===== config.mk =====
export PLATFORM = sky130hd
export DESIGN_NAME = conv_encoder_frame
export DESIGN_NICKNAME = d
export VERILOG_FILES = /design/src/rtl/conv_encoder_frame.sv
export SDC_FILE = /design/constraint.sdc
export NUM_CORES = 1
export LEC_CHECK = 0
export ABC_AREA = 1
export BUFFER_PORTS_ARGS = -buffer_cell sky130_fd_sc_hd__buf_2
export CAP_MARGIN = 20
export CORE_MARGIN = 8
export CORE_UTILIZATION = 55
export CTS_BUF_LIST = sky130_fd_sc_hd__clkbuf_2
export CTS_CLUSTER_DIAMETER = 200
export DETAILED_ROUTE_END_ITERATION = 7
export PLACE_DENSITY = 0.76
export SYNTH_ARGS = -nofsm -noshare
export SYNTH_HDL_FRONTEND = slang
export SYNTH_SLANG_ARGS = --single-unit

===== constraint.sdc =====
create_clock -name clk -period 2.6 [get_ports clk]
set_input_delay 0.26 -clock clk [delete_from_list [all_inputs] [get_ports clk]]
set_output_delay 0.26 -clock clk [all_outputs]
set_load 0.1 [all_outputs]

===== src/rtl/conv_encoder_frame.sv =====
// Frame-oriented rate-1/2 mother convolutional encoder with start/length
// framing, valid/ready handshakes, programmable puncturing (1/2, 2/3, 3/4)
// and either zero-tail termination or tail-biting via state preload.
module conv_encoder_frame #(
  parameter int K      = 7,
  parameter int G0_OCT = 32'o171,
  parameter int G1_OCT = 32'o133,
  parameter int LEN_W  = 16
) (
  input  logic             clk,
  input  logic             rst,
  input  logic             start,
  input  logic [LEN_W-1:0] frame_len,
  input  logic [1:0]       mode,
  input  logic             tail_biting,
  input  logic [K-2:0]     seed_value,
  input  logic             in_valid,
  output logic             in_ready,
  input  logic             in_bit,
  output logic             out_valid,
  input  logic             out_ready,
  output logic [1:0]       out_sym,
  output logic [1:0]       out_mask,
  output logic             out_last,
  output logic             busy
);

  localparam int M  = K - 1;
  localparam int TW = $clog2(M + 1);
  localparam logic [K-1:0] G0_MASK = G0_OCT[K-1:0];
  localparam logic [K-1:0] G1_MASK = G1_OCT[K-1:0];

  typedef enum logic [1:0] {IDLE = 2'd0, DATA = 2'd1, TAIL = 2'd2, DRAIN = 2'd3} state_t;

  // Keep flags for the given rate and puncture phase; never 00.
  function automatic logic [1:0] punct_mask(input logic [1:0] md, input logic [1:0] ph);
    logic [1:0] m;
    m = 2'b11;
    case (md)
      2'd1:    m = (ph == 2'd1) ? 2'b10 : 2'b11;
      2'd2: begin
        case (ph)
          2'd1:    m = 2'b10;
          2'd2:    m = 2'b01;
          default: m = 2'b11;
        endcase
      end
      default: m = 2'b11;
    endcase
    return m;
  endfunction

  // Puncture phase after one data beat; wraps at the pattern period.
  function automatic logic [1:0] phase_next(input logic [1:0] md, input logic [1:0] ph);
    logic [1:0] nx;
    nx = 2'd0;
    case (md)
      2'd1:    nx = (ph == 2'd1) ? 2'd0 : ph + 2'd1;
      2'd2:    nx = (ph == 2'd2) ? 2'd0 : ph + 2'd1;
      default: nx = 2'd0;
    endcase
    return nx;
  endfunction

  state_t           state, next_state;
  logic [M-1:0]     enc_state;
  logic [LEN_W-1:0] len_r;
  logic [LEN_W-1:0] cnt;
  logic [TW-1:0]    tail_cnt;
  logic [1:0]       mode_r;
  logic [1:0]       phase;
  logic             tb_r;

  logic             slot_free, take_data, take_tail, gen;
  logic             gen_bit, last_data, tail_done, beat_last;
  logic [K-1:0]     reg_vec;
  logic [1:0]       sym_raw, mask_s;

  assign slot_free = !out_valid || out_ready;
  assign in_ready  = (state == DATA) && slot_free;
  assign busy      = (state != IDLE);
  assign take_data = (state == DATA) && in_valid && slot_free;
  assign take_tail = (state == TAIL) && slot_free;
  assign gen       = take_data || take_tail;
  assign gen_bit   = take_data ? in_bit : 1'b0;
  assign last_data = (cnt == len_r - LEN_W'(1));
  assign tail_done = (tail_cnt == TW'(M - 1));
  assign reg_vec   = {gen_bit, enc_state};
  assign sym_raw   = {^(reg_vec & G0_MASK), ^(reg_vec & G1_MASK)};
  // Tail beats are never punctured.
  assign mask_s    = take_tail ? 2'b11 : punct_mask(mode_r, phase);
  assign beat_last = take_tail ? tail_done : (last_data && tb_r);

  // Frame state register.
  always_ff @(posedge clk) begin
    if (rst) begin
      state <= IDLE;
    end else begin
      state <= next_state;
    end
  end

  // Frame sequencing: data bits, optional zero tail, then wait for the last beat.
  always_comb begin
    next_state = state;
    case (state)
      IDLE: begin
        if (start) next_state = DATA;
        else       next_state = IDLE;
      end
      DATA: begin
        if (take_data && last_data) next_state = tb_r ? DRAIN : TAIL;
        else                        next_state = DATA;
      end
      TAIL: begin
        if (take_tail && tail_done) next_state = DRAIN;
        else                        next_state = TAIL;
      end
      DRAIN: begin
        if (out_valid && out_ready && out_last) next_state = IDLE;
        else                                    next_state = DRAIN;
      end
      default: next_state = IDLE;
    endcase
  end

  // Frame configuration, encoder shift register, counters and output beat register.
  always_ff @(posedge clk) begin
    if (rst) begin
      enc_state <= '0;
      len_r     <= '0;
      cnt       <= '0;
      tail_cnt  <= '0;
      mode_r    <= 2'd0;
      phase     <= 2'd0;
      tb_r      <= 1'b0;
      out_valid <= 1'b0;
      out_sym   <= 2'b00;
      out_mask  <= 2'b00;
      out_last  <= 1'b0;
    end else begin
      if (state == IDLE && start) begin
        len_r     <= (frame_len == {LEN_W{1'b0}}) ? LEN_W'(1) : frame_len;
        mode_r    <= mode;
        tb_r      <= tail_biting;
        enc_state <= tail_biting ? seed_value : {M{1'b0}};
        cnt       <= '0;
        tail_cnt  <= '0;
        phase     <= 2'd0;
      end else if (gen) begin
        enc_state <= {gen_bit, enc_state[M-1:1]};
        if (take_data) begin
          cnt   <= cnt + LEN_W'(1);
          phase <= phase_next(mode_r, phase);
        end else begin
          tail_cnt <= tail_cnt + TW'(1);
        end
      end

      if (gen) begin
        out_valid <= 1'b1;
        out_sym   <= sym_raw & mask_s;
        out_mask  <= mask_s;
        out_last  <= beat_last;
      end else if (out_ready) begin
        out_valid <= 1'b0;
        out_sym   <= 2'b00;
        out_mask  <= 2'b00;
        out_last  <= 1'b0;
      end
    end
  end

endmodule

==> results of run 1 <==
==> logic make-up (layout without fill, tap and decap cells) <==
kind of cell | after synthesis | count (layout) | share of synthesized area [%]
compound gates | 72 | 72 | 13.2
xor+xnor | 24 | 24 | 6.91
fa+ha+maj | 6 | 6 | 2.47
buf+inv | 69 | 111 | 8.64
flops | 54 | 54 | 35.6
simple gates | 218 | 218 | 33.2
==> per-stage QoR <==
step | area, um^2 | hold slack, ns | util [%] | std cells
floorplan | 3040 | 0.398 | - | 443
detailed placement | 3310 | 0.441 | 60.8 | 547
global route | 3390 | 0.00145 | 62.3 | 557
finish | 3390 | 0.0226 | 62.3 | 557
global placement | 3310 | 0.437 | 60.8 | 547
CTS | 3370 | 0.0119 | 62.0 | 555
==> state kept, by name (all words and copies together), names as in the netlist <==
register and cells:
phase 2, len_r 16, out_mask 2, out_valid 1
tb_r 1, enc_state 6, state 2, tail_cnt 3
cnt 16, out_last 1, mode_r 2, out_sym 2
==> what timing repair did <==
item / CTS / global route
endpoints found under the hold margin: 0 / 2
setup buffers: 0 / 0
hold buffers: 0 / 2
==> worst paths after layout <==
check | startpoint | endpoint | slack [ns] | cells after the start
max | len_r[0] | out_last | 0.61 | 11
min | frame_len[12] | len_r[12] | 0.02 | 3
max reg2reg | len_r[0] | out_last | 0.61 | 11
min reg2reg | tail_cnt[2] | tail_cnt[2] | 0.47 | 1
==> routing by layer <==
| metal | GRT usage [%] | part of all wire, % |
|---|---|---|
| met2 | 32.1 | 49 |
| met3 | 4.07 | 4.1 |
| met5 | 0 | 0 |
| met4 | 7.49 | 2.4 |
| met1 | 21.0 | 45 |
==> power groups by stage <==
stage	logic, W	registers [W]	clock network (W)
floorplan	0.000409	0.000997	0
global placement	0.000593	0.000946	0
detailed placement	0.000603	0.000948	0
CTS	0.000605	0.000933	0.000441
global route	0.000682	0.000942	0.000473
finish	0.000608	0.000933	0.000432
==> worst max-delay path, cell delays in order, from the launching register on <==
cell,delay (ns)
dfxtp_1,0.37
inv_1,0.10
ha_1,0.22
nand3_1,0.22
nor2_2,0.25
nand3b_1,0.11
a21oi_1,0.14
nand2_1,0.06
nor2_1,0.12
and2_1,0.16
nand3_1,0.07
a21oi_1,0.14
==> layout by cell type (no fill, tap or decap), drive strengths merged, types with 2 or more instances in the layout <==
cell type and instances:
clkbuf 7, and3 2, o22ai 2, o21a 3, ha 6, nand2 108, nand3b 4, a311oi 2
a21oi 28, dlygate4sd3 2, nor3 6, xnor2 10, xor2 14, nand3 34, inv 59, o21ai 29
nor4 4, buf 41, nand4 3, a31oi 3, nor2 56, dfxtp 54
==> layout make-up <==
cell class                 count  area [um^2]
clock buffer                   7         35.0
clock inverter                 1         30.0
fill                         517         2050
inverter                      60          225
multi-input combinational    320         1700
sequential                    54         1080
tap                           72         90.1
timing repair buffer          43          233
==> flow_summary.yaml, run 1 <==
cts:
  cts_tree: "built"
  cts_resized: 0
  insertion_delay_ns: 0.45
  clockRootBuffer: "clkbuf_2"
  cts.clk_slew.worst_paths_ns: 0.28
  clock_sinks: 54
  cts.htree.levels: 2
  cts_inserted_buffers: 5
  cts_buffer_depth: 2
place:
  portBuffers: 38
  post-dp-hpwl_mm: 5.66
  gp_congestion: 0.869
  place_ws_ns: 0.634
power_and_ir_drop:
  p_int_w: 0.00125
  finalPower_w: 0.00197
  pwr-share-comb_pct: 30.8
  pwr-share-seq_pct: 47.3
  leakagePower_nw: 1.54
  net-switching-power_w: 0.000726
  power.share.clock_pct: 21.9
  swShare_pct: 36.8
  vdd.ir_drop.worst_v: 0.000378
  powerDensity_nw_per_um2: 582
synthesis:
  synthesis.nets: 480
  mappedNetlistArea_um2: 3040
  ys_ff_latch: 54
  yosys_warnings: 0
  yosys.area.top_type: "dfxtp_1"
  ys_top_cells_by_area: "dfxtp_1, nand2_1, inv_1"
  yosysUniqueCellTypes: 40
  async_flop_share_pct: 0
  synth_top_area_share_pct: 35.6
  yosys-top-cells-count: "nand2_1, dfxtp_1, inv_1, nor2_1, nand3_1"
  synth_ff_type: "dfxtp_1"
  synthCells: 443
  avgSynthCellArea_um2: 6.86
  synth_edf_count: 0
  yosysSeqAreaShare_pct: 35.6
  synthMostInstantiatedCell: "nand2_1"
grt:
  grt_usage_pct: 18.4
  grt_max_degree: 23
  grt_overflow: 0
  antenna_found_initial: 0
  grt_pass1_wl_mm: 12.6
  grt_pass1_vias: 2857
route:
  firstDrtPassIters: 4
  wl_mm: 7.27
  drc: 0
  wire_per_inst_um: 13.1
  antenna_left: 0
  viasPerCell: 5.21
  num_vias: 2903
  first_iter_violations: 154
floorplan:
  io-pin-count: 39
  dieArea_um2: 8160
  rows: 27
  coreArea_um2: 5440
  die_x_um: 90.4
  initial_core_util_pct: 55.9
  die_h_um: 90.4
timing:
  max_freq_mhz: 502
  setup_viol: 0
  hold_violations: 0
  fin_ws_ns: 0.608
  tns_ns: 0
  slew_violations: 0
  relSlewSlack_pct: 54.8
  rsz0062_at_grt: "false"
  tightest_slew_ns: 0.677
  clock-skew-final_ns: 0.0322
  fin_crit_sh_pct: 76.6
  fin_crit_ns: 1.99
layout:
  drive_gt1_share_pct: 16.3
  finalNetCount: 521
  area_delta_synth_final_pct: 11.5
  antenna_cells: 0
worst_setup_path:
  required_ns: 3.00
  cp-end-kind: "register"
  arrival_ns: 2.39
  critPathMaxFanout: 6
  criticalPathCategory: "reg2reg"
  startpoint_type: "register"
min_path:
  hp-class: "in2reg"
run_status:
  status: "complete, no violations"
run:
  drv_cap: 0
Power figures use the tool's default switching activity.
==> inputs of run 2 (changes only) <==
--- a/config.mk
+++ b/config.mk
@@ -5,15 +5,15 @@
 export SDC_FILE = /design/constraint.sdc
 export NUM_CORES = 1
 export LEC_CHECK = 0
-export ABC_AREA = 1
+export ABC_AREA = 0
 export BUFFER_PORTS_ARGS = -buffer_cell sky130_fd_sc_hd__buf_2
 export CAP_MARGIN = 20
 export CORE_MARGIN = 8
-export CORE_UTILIZATION = 55
+export CORE_UTILIZATION = 54
 export CTS_BUF_LIST = sky130_fd_sc_hd__clkbuf_2
 export CTS_CLUSTER_DIAMETER = 200
 export DETAILED_ROUTE_END_ITERATION = 7
-export PLACE_DENSITY = 0.76
+export PLACE_DENSITY = 0.78
 export SYNTH_ARGS = -nofsm -noshare
 export SYNTH_HDL_FRONTEND = slang
 export SYNTH_SLANG_ARGS = --single-unit
==> constraint.sdc (replaced) <==
create_clock -name clk -period 1.8 [get_ports clk]
set_input_delay 0.18 -clock clk [delete_from_list [all_inputs] [get_ports clk]]
set_output_delay 0.18 -clock clk [all_outputs]
set_load 0.1 [all_outputs]
==> run 2 against run 1 <==
Net effect: the flow now finishes with violations (setup timing); fmax shrank 15%; global-route usage up 2.1 points; hold slack improved by 0.029 ns; clock-buffer cell count shrank 2; synthesized area shrank 4.4%; clock power is 9.7% higher.
==> flow_summary.yaml, run 2 <==
place:
  place_inst: 498
  gp_congestion: 0.927
  portBuffers: 38
  post-dp-hpwl_mm: 5.32
route:
  wire_per_inst_um: 14.5
  first_iter_violations: 228
  viasPerCell: 5.51
  wl_mm: 7.85
  wl_met1_mm: 3.55
  firstDrtPassIters: 4
  num_vias: 2974
  wl_met3_um: 417
  drc: 0
  routed.top_layer: "met4"
  antenna_left: 0
  dr_wl_met2_mm: 3.74
cts:
  cts.htree.levels: 2
  insertion_delay_ns: 0.44
  cts_buffer_depth: 2
  clock_sinks: 54
  cts_inserted_buffers: 5
  cts_tree: "built"
  cts.clk_slew.worst_paths_ns: 0.27
  clockRootBuffer: "clkbuf_2"
timing:
  hold_slack_ns: 0.0518
  rsz0062_at_grt: "true"
  max_freq_mhz: 427
  slew_violations: 0
  hold_violations: 0
  fin_crit_ns: 2.34
  tightest_slew_ns: 0.489
  setup_viol: 3
  relSlewSlack_pct: 67.6
  fin_crit_sh_pct: 130
  fin_ws_ns: -0.543
  clock-skew-final_ns: 0.0199
floorplan:
  coreArea_um2: 5140
  rows: 26
  dieArea_um2: 7990
  die_h_um: 89.4
  initial_core_util_pct: 56.6
  die_x_um: 89.4
  io-pin-count: 39
grt:
  antenna_found_initial: 0
  grt_pass1_vias: 2810
  grt_pass1_wl_mm: 12.9
  grt_usage_pct: 20.5
  grt_overflow: 0
  grt_max_degree: 27
synthesis:
  yosys-top-cells-count: "nand2_1, dfxtp_1, nor2_1, a21oi_1, xnor2_1"
  synthesis.nets: 399
  yosys.area.top_type: "dfxtp_1"
  avgSynthCellArea_um2: 8.03
  synthCells: 362
  async_flop_share_pct: 0
  mappedNetlistArea_um2: 2910
  yosysUniqueCellTypes: 50
  synthMostInstantiatedCell: "nand2_1"
  yosys_warnings: 0
  synth_ff_type: "dfxtp_1"
  synth_top_area_share_pct: 37.2
  synth_edf_count: 0
  ys_top_cells_by_area: "dfxtp_1, xnor2_1, nand2_1"
  ys_ff_latch: 54
  yosysSeqAreaShare_pct: 37.2
worst_setup_path:
  critPathMaxFanout: 5
  startpoint_type: "register"
  criticalPathCategory: "reg2reg"
  arrival_ns: 2.73
  r2r_setup_slack_ns: -0.54
  cp-end-kind: "register"
  required_ns: 2.18
min_path:
  hp-class: "in2reg"
power_and_ir_drop:
  net-switching-power_w: 0.000814
  pwr-share-comb_pct: 28.8
  vdd.ir_drop.worst_v: 0.000420
  leakagePower_nw: 1.61
  powerDensity_nw_per_um2: 634
  pwr-share-seq_pct: 52.0
  p_int_w: 0.00166
  swShare_pct: 32.8
  power.share.clock_pct: 19.1
layout:
  reg_top3: "cnt x16, len_r x16, enc_state x6"
  stdcell_count: 540
  drive_gt1_share_pct: 26.8
  layout_commonest_cell: "nand2_1"
  area_delta_synth_final_pct: 34.5
  layout_common_cells: "nand2_1, buf_4, dfxtp_1, buf_2, nor2_1"
  finalNetCount: 506
  antenna_cells: 0
run_status:
  violations: "setup timing"
  status: "finished with violations"
run:
  drv_cap: 0
[run 2: what timing repair did]
| item | CTS | global route |
|---|---|---|
| resized for setup | 8 | 10 |
| buffers inserted | 0 | 7 |
| pin swaps | 2 | 7 |
| cloned | 1 | 1 |
| hold buffers | 25 | 0 |
| endpoints found under the setup margin | 5 | 16 |
| hold endpoints to repair | 25 | 0 |
[run 2: layout make-up]
class                   count  area [um^2]
clock buffers               5         25.0
clock inverters             3         16.3
fillers                   384         1230
inverters                   9         33.8
multi-input cells         284         1820
flip-flops and latches     54         1100
well taps                  70         87.6
repair buffers            115          835
[run 2: final timing paths]
path,startpoint,to,cells past startpoint
worst max-delay path,len_r[1],state[0],7
worst min-delay path,in_bit,enc_state[5],3
worst max register to register,len_r[1],state[0],7
worst min register to register,out_sym[0],out_sym[0],2
[run 2: power groups by stage]
stage | Sequential [W] | Clock (W) | Combinational, W
floorplan | 0.00135 | 0 | 0.000381
global placement | 0.00131 | 0 | 0.000603
detailed placement | 0.00131 | 0 | 0.000614
CTS | 0.00129 | 0.000484 | 0.000678
global route | 0.00130 | 0.000526 | 0.000769
finish | 0.00129 | 0.000474 | 0.000714
[run 2: logic make-up (layout without fill, tap and decap cells)]
group | count (synthesis) | after routing | share of synthesized area, %
AND/OR/NAND/NOR | 166 | 167 | 28.7
AO/OA/AOI/OAI | 64 | 64 | 13.9
flip-flops | 54 | 54 | 37.2
XOR/XNOR | 45 | 45 | 13.6
buffers and inverters | 25 | 132 | 3.49
adder cells (fa/ha/maj) | 6 | 6 | 2.58
multiplexers | 2 | 2 | 0.688
[run 2: metal layers]
metal / vias up / track usage (%)
met2: 91 / 33.3
li1: 1487 / -
met4: 0 / 8.01
met1: 1377 / 25.2
met5: - / 0
met3: 19 / 5.15
[run 2: critical path, stage by stage, from the launching register on]
cell	delay [ns]
dfxtp_4	0.42
or4_4	0.59
nor4_4	0.28
a211oi_2	0.06
nor2_1	0.14
o211ai_1	0.14
or4_1	0.46
o21a_1	0.19
[run 2: through the flow]
step / TNS, ns / setup WS [ns] / instance area, um^2 / power [W] / util [%]
after floorplan: -0.889 / -0.324 / 2940 / 0.00173 / -
after global placement: -1.22 / -0.437 / 3480 / 0.00191 / 67.8
after detailed placement: -1.35 / -0.492 / 3480 / 0.00192 / 67.8
after CTS: -1.26 / -0.453 / 3820 / 0.00245 / 74.4
after global routing: -1.79 / -0.612 / 3910 / 0.00259 / 76.1
final: -1.56 / -0.543 / 3910 / 0.00248 / 76.1
